--- src/rtl/sync_ppfifo.sv ---
// Two-buffer ping-pong FIFO: the producer fills one buffer while the consumer drains the other.
// Buffers are handed over whole; the consumer always receives the oldest committed buffer first.
module sync_ppfifo #(
  parameter int unsigned DATA_WIDTH    = 32,
  parameter int unsigned ADDRESS_WIDTH = 4
) (
  input  logic                  clk,
  input  logic                  rst,
  output logic [1:0]            o_write_ready,
  input  logic [1:0]            i_write_activate,
  output logic [23:0]           o_write_size,
  input  logic                  i_write_stb,
  input  logic [DATA_WIDTH-1:0] i_write_data,
  output logic                  o_read_ready,
  input  logic                  i_read_activate,
  output logic [23:0]           o_read_size,
  input  logic                  i_read_stb,
  output logic [DATA_WIDTH-1:0] o_read_data,
  output logic                  o_inactive,
  output logic                  o_error
);

  localparam int unsigned DEPTH = 1 << ADDRESS_WIDTH;
  localparam int unsigned CW    = ADDRESS_WIDTH + 1;

  localparam logic [1:0] ST_EMPTY     = 2'd0;
  localparam logic [1:0] ST_WRITING   = 2'd1;
  localparam logic [1:0] ST_COMMITTED = 2'd2;
  localparam logic [1:0] ST_READING   = 2'd3;

  logic [1:0][1:0]    state, state_n;
  logic [1:0][CW-1:0] buf_count, buf_count_n;
  logic               wr_idx, wr_idx_n;
  logic               rd_idx, rd_idx_n;
  logic               oldest, oldest_n;
  logic [CW-1:0]      wr_count, wr_count_n;
  logic [CW-1:0]      rd_ptr, rd_ptr_n;
  logic [1:0]         wr_act_q;
  logic               rd_act_q;
  logic [1:0]         write_ready_n;
  logic               read_ready_n;
  logic [23:0]        read_size_n;
  logic               inactive_n;
  logic               error_n;

  logic               wr_busy, rd_busy, wr_en;
  logic [1:0]         wr_onehot, wr_rise;
  logic               rd_rise, rd_fall;

  logic [DATA_WIDTH-1:0] mem [2*DEPTH];

  assign o_write_size = 24'(DEPTH);
  assign wr_busy      = (state[wr_idx] == ST_WRITING);
  assign rd_busy      = (state[rd_idx] == ST_READING);
  assign wr_onehot    = wr_idx ? 2'b10 : 2'b01;
  assign wr_rise      = i_write_activate & ~wr_act_q;
  assign rd_rise      = i_read_activate & ~rd_act_q;
  assign rd_fall      = ~i_read_activate & rd_act_q;
  // Strobes only land while the producer still holds its own buffer and it has room.
  assign wr_en        = wr_busy && (i_write_activate == wr_onehot) && i_write_stb &&
                        (wr_count < CW'(DEPTH));

  assign o_read_data  = rd_busy ? mem[{rd_idx, rd_ptr[ADDRESS_WIDTH-1:0]}] : '0;

  // Next-state and registered-output decode.
  always_comb begin
    state_n     = state;
    buf_count_n = buf_count;
    wr_idx_n    = wr_idx;
    rd_idx_n    = rd_idx;
    oldest_n    = oldest;
    wr_count_n  = wr_count;
    rd_ptr_n    = rd_ptr;
    read_size_n = o_read_size;
    error_n     = 1'b0;

    if (wr_busy) begin
      if (i_write_activate != wr_act_q) begin
        if (i_write_activate == 2'b00) begin
          if (wr_count != '0) begin
            state_n[wr_idx]     = ST_COMMITTED;
            buf_count_n[wr_idx] = wr_count;
            if (state[~wr_idx] != ST_COMMITTED) oldest_n = wr_idx;
          end else begin
            state_n[wr_idx] = ST_EMPTY;
          end
          wr_count_n = '0;
        end else if (i_write_activate != wr_onehot) begin
          error_n = 1'b1;
        end
      end
    end else if (wr_rise != 2'b00) begin
      if (i_write_activate == 2'b11) begin
        error_n = 1'b1;
      end else if ((state[i_write_activate[1]] == ST_EMPTY) && o_write_ready[i_write_activate[1]]) begin
        state_n[i_write_activate[1]] = ST_WRITING;
        wr_idx_n                     = i_write_activate[1];
        wr_count_n                   = '0;
      end else begin
        error_n = 1'b1;
      end
    end

    if (wr_en) wr_count_n = wr_count + CW'(1);

    // A claim always takes the oldest buffer, so the other one becomes the next oldest.
    if (rd_rise) begin
      if (o_read_ready) begin
        state_n[oldest] = ST_READING;
        rd_idx_n        = oldest;
        oldest_n        = ~oldest;
        rd_ptr_n        = '0;
        read_size_n     = 24'(buf_count[oldest]);
      end else begin
        error_n = 1'b1;
      end
    end else if (rd_fall && rd_busy) begin
      state_n[rd_idx] = ST_EMPTY;
      rd_ptr_n        = '0;
      read_size_n     = '0;
    end else if (rd_busy && i_read_stb && (24'(rd_ptr) < o_read_size)) begin
      rd_ptr_n = rd_ptr + CW'(1);
    end

    write_ready_n[0] = (state_n[0] == ST_EMPTY);
    write_ready_n[1] = (state_n[1] == ST_EMPTY);
    read_ready_n     = ((state_n[0] == ST_COMMITTED) || (state_n[1] == ST_COMMITTED)) &&
                       (state_n[0] != ST_READING) && (state_n[1] != ST_READING);
    inactive_n       = (state_n[0] == ST_EMPTY) && (state_n[1] == ST_EMPTY) &&
                       (i_write_activate == 2'b00) && !i_read_activate;
  end

  // State and output registers.
  always_ff @(posedge clk or posedge rst) begin
    if (rst) begin
      state         <= {ST_EMPTY, ST_EMPTY};
      buf_count     <= '0;
      wr_idx        <= 1'b0;
      rd_idx        <= 1'b0;
      oldest        <= 1'b0;
      wr_count      <= '0;
      rd_ptr        <= '0;
      wr_act_q      <= 2'b00;
      rd_act_q      <= 1'b0;
      o_write_ready <= 2'b11;
      o_read_ready  <= 1'b0;
      o_read_size   <= '0;
      o_inactive    <= 1'b1;
      o_error       <= 1'b0;
    end else begin
      state         <= state_n;
      buf_count     <= buf_count_n;
      wr_idx        <= wr_idx_n;
      rd_idx        <= rd_idx_n;
      oldest        <= oldest_n;
      wr_count      <= wr_count_n;
      rd_ptr        <= rd_ptr_n;
      wr_act_q      <= i_write_activate;
      rd_act_q      <= i_read_activate;
      o_write_ready <= write_ready_n;
      o_read_ready  <= read_ready_n;
      o_read_size   <= read_size_n;
      o_inactive    <= inactive_n;
      o_error       <= error_n;
    end
  end

  // Buffer storage; contents survive reset since counts gate every access.
  always_ff @(posedge clk) begin
    if (wr_en) mem[{wr_idx, wr_count[ADDRESS_WIDTH-1:0]}] <= i_write_data;
  end

endmodule

--- config.mk ---
export PLATFORM = sky130hd
export DESIGN_NAME = sync_ppfifo
export DESIGN_NICKNAME = d
export VERILOG_FILES = /design/src/rtl/sync_ppfifo.sv
export SDC_FILE = /design/constraint.sdc
export NUM_CORES = 1
export LEC_CHECK = 0
export CORE_MARGIN = 3
export CORE_UTILIZATION = 53
export DETAILED_ROUTE_END_ITERATION = 8
export HOLD_SLACK_MARGIN = 0.12
export PLACE_DENSITY_LB_ADDON = 0.2
export SYNTH_ARGS = -nofsm -noshare
export SYNTH_HDL_FRONTEND = slang
export SYNTH_SLANG_ARGS = --single-unit
export TNS_END_PERCENT = 5
--- constraint.sdc ---
create_clock -name clk -period 4.04 [get_ports clk]
set_input_delay 0.808 -clock clk [delete_from_list [all_inputs] [get_ports clk]]
set_output_delay 0.808 -clock clk [all_outputs]
set_load 0.02 [all_outputs]
==> results of run 1 <==
cell families after synthesis:
group,count (synthesis)
other cells,2
mux,363
fa+ha+maj,11
xor+xnor,1
simple gates,155
buf+inv,179
flops,1064
compound gates,116
power groups by stage:
stage | combinational [W] | clock (W) | sequential (W)
floorplan | 0.00161 | 0 | 0.0125
global placement | 0.00254 | 0 | 0.0126
detailed placement | 0.00258 | 0 | 0.0126
CTS | 0.00258 | 0.00984 | 0.0124
global route | 0.00278 | 0.0103 | 0.0124
finish | 0.00261 | 0.00969 | 0.0124
timing repair:
item,in CTS,in global routing
cloned,0,2
buffers inserted,5,13
setup endpoints to repair,32,29
resized for setup,76,40
layer usage:
metal | track usage, % | vias to the layer above
met4 | 6.896 | 4
li1 | - | 8300
met1 | 36.11 | 10840
met5 | 0 | -
met3 | 4.535 | 170
met2 | 38.76 | 993
worst max path at each step:
stage,to
detailed placement,o_read_data[27]
global placement,o_read_data[27]
global route,o_read_data[19]
CTS,o_read_data[13]
floorplan,mem[31][0]$_DFFE_PP_
finish,o_read_data[6]
cell type report:
class / count / area (µm²)
clock buffers: 136 / 2848
well taps: 1040 / 1301
fillers: 5192 / 28910
diodes: 2 / 5.005
repair buffers: 232 / 2684
inverters: 42 / 157.7
multi-input cells: 689 / 9330
clock inverters: 59 / 591.8
flip-flops and latches: 1064 / 31770
critical path, stage by stage (launching register included):
cell	delay (ps)
dfrtp_4	450
buf_12	140
buf_16	160
buf_4	130
buf_12	150
mux4_2	520
mux4_2	490
clkinv_1	60
o22ai_1	160
buf_2	260
cells in the mapped netlist (2+ instances only):
| cell | n |
|---|---|
| o31ai_1 | 6 |
| a31o_2 | 3 |
| and3_1 | 3 |
| o21ai_0 | 10 |
| dfrtp_1 | 37 |
| a211oi_1 | 2 |
| a32o_1 | 3 |
| nand2b_1 | 7 |
| o22ai_1 | 32 |
| buf_6 | 13 |
| inv_1 | 12 |
| clkinv_1 | 30 |
| clkbuf_1 | 41 |
| buf_1 | 11 |
| a22o_1 | 3 |
| nor3_1 | 5 |
| ha_1 | 11 |
| nor3b_1 | 3 |
| mux2i_1 | 39 |
| a31oi_1 | 2 |
| buf_2 | 27 |
| a21o_1 | 4 |
| or3b_2 | 2 |
| or2_2 | 2 |
| nor2_1 | 77 |
| nor2b_1 | 7 |
| dfstp_2 | 3 |
| a211o_1 | 2 |
| a21oi_1 | 40 |
| nand3b_1 | 6 |
| mux4_2 | 288 |
| conb_1 | 2 |
| edfxtp_1 | 1024 |
| buf_4 | 45 |
| nand3_1 | 7 |
| mux2_2 | 36 |
| nand2_1 | 29 |
state kept, by name, indices dropped and copies added, names as in the netlist:
signal and count:
rd_ptr 5, o_write_ready 2, wr_act_q 2, o_error 1, mem 1024, o_read_ready 1, buf_count 10, o_inactive 1
o_read_size 5, wr_count 5, rd_idx 1, rd_act_q 1, state 4, oldest 1, wr_idx 1
per-stage QoR:
| stage | area, µm² | worst slack, ps | setup TNS (ps) | utilization [%] |
|---|---|---|---|---|
| global route | 48680 | -61.63 | -266.5 | 62.74 |
| floorplan | 41780 | 309.0 | 0 | - |
| finish | 48690 | 35.37 | 0 | 62.75 |
| CTS | 48520 | -122.3 | -680.4 | 62.53 |
| detailed placement | 45000 | 202.9 | 0 | 57.99 |
| global placement | 45000 | 184.6 | 0 | 57.99 |
cells in the final DEF, fill, tap and decap left out, types with 8 or more instances in the layout:
cell / n
conb_1: 43
inv_1: 12
clkbuf_2: 10
nor2_4: 32
nor2_1: 45
ha_1: 11
mux4_2: 288
mux2_2: 36
buf_16: 9
o22ai_1: 30
clkdlybuf4s50_1: 48
clkinv_2: 20
dfrtp_1: 33
a21oi_1: 36
edfxtp_1: 1024
nand2_1: 29
buf_4: 91
clkbuf_1: 24
bufinv_16: 11
clkinv_1: 51
o21ai_0: 10
buf_2: 8
buf_12: 48
clkbuf_16: 110
mux2i_1: 39
==> metrics.yaml, run 1 <==
status: "completed"
cp.required_ps: 3230
worst_pin_slew_ps: 1157
r2r_slack_ps: 860
synthTopCellsByArea: "edfxtp_1, mux4_2, dfrtp_1"
clk_path_buf_depth: 3
async_flop_share_pct: 3.759
comb_power_share_pct: 10.6
clk_pin_slew_worst_paths_ps: 50
via_count: 20300
whs_path_depth: 2
insertion_delay_ps: 650
fp-row-count: 102
cts_root_buf: "clkbuf_16"
cts_hold_buffers: 0
synth_flop_cell: "edfxtp_1"
ys_ff_latch: 1064
dr.pass1.iters: 5
final-hold-violation-count: 0
arrival_ps: 3200
synth_compound_area_share_pct: 1.761
ant_nets: 0
slew_viol_final: 0
core_um2: 77590
wl_um: 99590
ioPinCount: 124
grt_pass1_wl_um: 144000
drt_iter0_drc: 2446
rr_endpoint: "mem[22][12]$_DFFE_PP_"
yosysSeqAreaShare_pct: 76.28
slew_headroom_pct: 22.63
track_usage_pct: 24.64
peakVddDrop_mv: 0.3418
dieArea_um2: 81940
clkPwrFrac_pct: 39.3
hpwl_um: 54880
p_sw_w: 0.005610
timing.rr.start: "wr_idx$_DFFE_PP0P_"
drc: 0
cts_tree: "done"
netlist_area_um2: 41630
p_per_area_nw_per_um2: 506.7
crit_fanout: 13
synth_xor_area_share_pct: 0.02104
setup_violations: 0
antenna_found_initial: 5
postSynthCellCount: 1891
hold_ws_ps: 480.3
critPathLaunch: "rd_ptr[0]$_DFFE_PP0P_"
path_class: "reg -> out"
synth_edf_count: 1024
wl_per_cell_um: 30.51
grt.overflow.total: 0
place_inst: 3047
yosys.area_share.adder_pct: 0.3306
rsz0062_at_grt: "yes"
synth_warnings: 0
htree_levels: 3
period_needed_ps: 4005
yosysTopAreaCellShare_pct: 73.86
synth.distinct_cells: 54
wl_met1_um: 40560
numCtsBuffers: 106
dr_wl_met3_um: 8539
p_leak_nw: 15.22
maxCapViolCount: 0
setup.worst_path.start_class: "register"
worstHoldStart: "buf_count[6]$_DFFE_PP0P_"
synth-simple-area-share_pct: 1.764
synth_top_area_cell: "edfxtp_1"
syn_to_final_growth_pct: 16.95
grt_max_degree: 45
cts_sinks: 1064
synthMuxAreaShare_pct: 17.49
die_y_um: 286.3
p_int_w: 0.01906
synth_top_family_by_area: "multiplexers"
stdcell_count: 3264
port_buffers: 80
start_util_pct: 53.65
p_total_w: 0.02467
syn_avg_cell_area_um2: 22.01
drive_gt1_share_pct: 31.91
hold_path_class: "reg -> reg"
fin_skew_ps: 13.04
gp_congestion: 0.7668
routed.top_layer: "met5"
seqPwrFrac_pct: 50.2
fin_crit_sh_pct: 99.12
wl_met2_um: 48130
hold-path-endpoint: "buf_count[6]$_DFFE_PP0P_"
r2r_cells: 7
nets: 2185
worstSetupEndpointType: "output pin"
die_w_um: 286.3
grt_pass1_vias: 20500
viasPerCell: 6.220
fmax_ghz: 0.2497
switching_share_pct: 22.74
No activity file was read; power rests on OpenSTA's default activity.
==> run 2: changes to the inputs <==
--- a/config.mk
+++ b/config.mk
@@ -5,11 +5,13 @@
 export SDC_FILE = /design/constraint.sdc
 export NUM_CORES = 1
 export LEC_CHECK = 0
+export CORE_ASPECT_RATIO = 2
 export CORE_MARGIN = 3
 export CORE_UTILIZATION = 53
 export DETAILED_ROUTE_END_ITERATION = 8
-export HOLD_SLACK_MARGIN = 0.12
+export HOLD_SLACK_MARGIN = 0.02
 export PLACE_DENSITY_LB_ADDON = 0.2
+export SLEW_MARGIN = 25
 export SYNTH_ARGS = -nofsm -noshare
 export SYNTH_HDL_FRONTEND = slang
 export SYNTH_SLANG_ARGS = --single-unit
==> run 2 against run 1 <==
The flow now finishes with violations (setup timing). Non-clock buffer count fell by 21. Core utilization fell by 1.3 points. Routed wire length fell by 1.8%. Sequential share of layout area rose by 1.4 points. Critical endpoint is now o_read_data[20].
==> metrics.yaml, run 2 (synthesis gave the netlist of run 1 again) <==
path_class: "reg -> out"
cts_tree: "done"
cp.required_ps: 3230
hold_ws_ps: 479.3
status: "finished, violations left"
setup_violations: 1
die_y_um: 402.4
p_leak_nw: 14.80
r2r_slack_ps: 1250
viasPerCell: 6.227
slew_viol_final: 0
maxCapViolCount: 0
via_count: 19880
largest_reg_flops: 1024
drc: 0
clk_path_buf_depth: 3
start_util_pct: 53.73
switching_share_pct: 23.18
core_um2: 77470
nets: 2146
max_stage_delay_ps: 550
fmax_ghz: 0.2473
crit_path_frequent_cell: "mux4_2"
fillers: 5350
worstSetupEndpointType: "output pin"
track_usage_pct: 24.31
drive_gt1_share_pct: 30.50
r2r_cells: 7
grt_max_degree: 41
clkPwrFrac_pct: 35.7
ff_latch_area_um2: 31770
rsz0062_at_grt: "yes"
clk_pin_slew_worst_paths_ps: 70
violations: "setup timing"
crit_path_top_delay_cell: "mux4_2"
gp_congestion: 0.7828
wl_um: 97830
slew_headroom_pct: 32.90
crit_fanout: 21
multiInputGateArea_um2: 9320
antenna_found_initial: 4
syn_to_final_growth_pct: 14.42
fp-row-count: 144
htree_levels: 3
period_needed_ps: 4044
ioPinCount: 124
p_int_w: 0.01776
ant_nets: 0
mostFrequentLayoutCells: "edfxtp_1, mux4_2, clkbuf_16, buf_4, clkinv_1"
rr_endpoint: "mem[26][3]$_DFFE_PP_"
critPathLaunch: "rd_ptr[0]$_DFFE_PP0P_"
setup_ws_ps: -3.656
fin_skew_ps: 20.79
comb_power_share_pct: 11.0
setup.worst_path.start_class: "register"
final_common_cell: "edfxtp_1"
wl_per_cell_um: 30.64
p_sw_w: 0.005360
insertion_delay_ps: 670
cp_cell_sequence: "buf_12 -> buf_16 -> mux4_2 -> mux4_2 -> clkinv_1 -> o22ai_1 -> dlygate4sd2_1"
drt_iter0_drc: 2197
numCtsBuffers: 88
dieArea_um2: 82150
grt.overflow.total: 0
worst_pin_slew_ps: 1003
seqPwrFrac_pct: 53.4
dpl_worst_slack_ps: 353.9
timing.rr.start: "state[1]$_DFF_PP0_"
peakVddDrop_mv: 0.3162
grt_pass1_wl_um: 142800
hpwl_um: 55550
crit_path_end: "o_read_data[20]"
port_buffers: 80
die_w_um: 204.2
hold_path_class: "reg -> reg"
final-hold-violation-count: 0
dr.pass1.iters: 5
arrival_ps: 3240
worstHoldStart: "buf_count[9]$_DFFE_PP0P_"
cts_sinks: 1064
grt_pass1_vias: 20700
cts_root_buf: "clkbuf_16"
p_per_area_nw_per_um2: 485.4
fin_crit_sh_pct: 100.1
[run 2: power groups by stage]
stage,Sequential (W),Clock [W],Combinational [W]
after floorplan,0.0125,0,0.00161
after global placement,0.0126,0,0.00252
after detailed placement,0.0126,0,0.00257
after CTS,0.0123,0.00843,0.00257
after global routing,0.0123,0.00881,0.00271
final,0.0123,0.00825,0.00254
[run 2: worst max-delay path: cells and delay by family, from the launching register on]
family | cells | cell delay, ps
AO/OA/AOI/OAI | 1 | 110
buffers and inverters | 4 | 920
flip-flops | 1 | 450
multiplexers | 2 | 1030
[run 2: worst min path at each step]
stage                     depth (start not counted)                        to  slack [ps]
after detailed placement                          2  buf_count[9]$_DFFE_PP0P_         470
after global routing                              2  buf_count[9]$_DFFE_PP0P_         520
after CTS                                         2  buf_count[9]$_DFFE_PP0P_         480
final                                             2  buf_count[9]$_DFFE_PP0P_         480
after floorplan                                   2  buf_count[7]$_DFFE_PP0P_         450
after global placement                            2  buf_count[7]$_DFFE_PP0P_         460
[run 2: per-stage QoR]
step / total power, W / TNS, ps / area, µm² / utilization (%) / std cells
floorplan: 0.01416 / 0 / 41780 / - / 1932
global placement: 0.01509 / 0 / 44810 / 57.84 / 3019
detailed placement: 0.01515 / 0 / 44810 / 57.84 / 3019
CTS: 0.02334 / -1255 / 47730 / 61.61 / 3188
global route: 0.02386 / -1325 / 47620 / 61.47 / 3189
finish: 0.02312 / -3.656 / 47630 / 61.48 / 3193
[run 2: repair_timing]
item,in CTS,in global routing
buffers inserted,5,0
hold buffers,0,0
cloned,3,1
endpoints found under the setup margin,32,26
resized for setup,52,5
[run 2: per-layer routing]
metal	track usage [%]	routed length, µm	vias to the layer above
li1	-	-	8205
met1	31.77	36140	10750
met2	42.25	52450	769
met3	4.047	6657	155
met4	7.324	2567	2
met5	0	12	-
[run 2: layout make-up]
| type | count | share of cell area (%) |
|---|---|---|
| antenna | 4 | 0.02101 |
| clock buffer | 109 | 4.896 |
| clock inverter | 52 | 0.8642 |
| inverter | 42 | 0.3310 |
| multi-input combinational | 689 | 19.57 |
| sequential | 1064 | 66.70 |
| tap | 1022 | 2.685 |
| timing repair buffer | 211 | 4.941 |
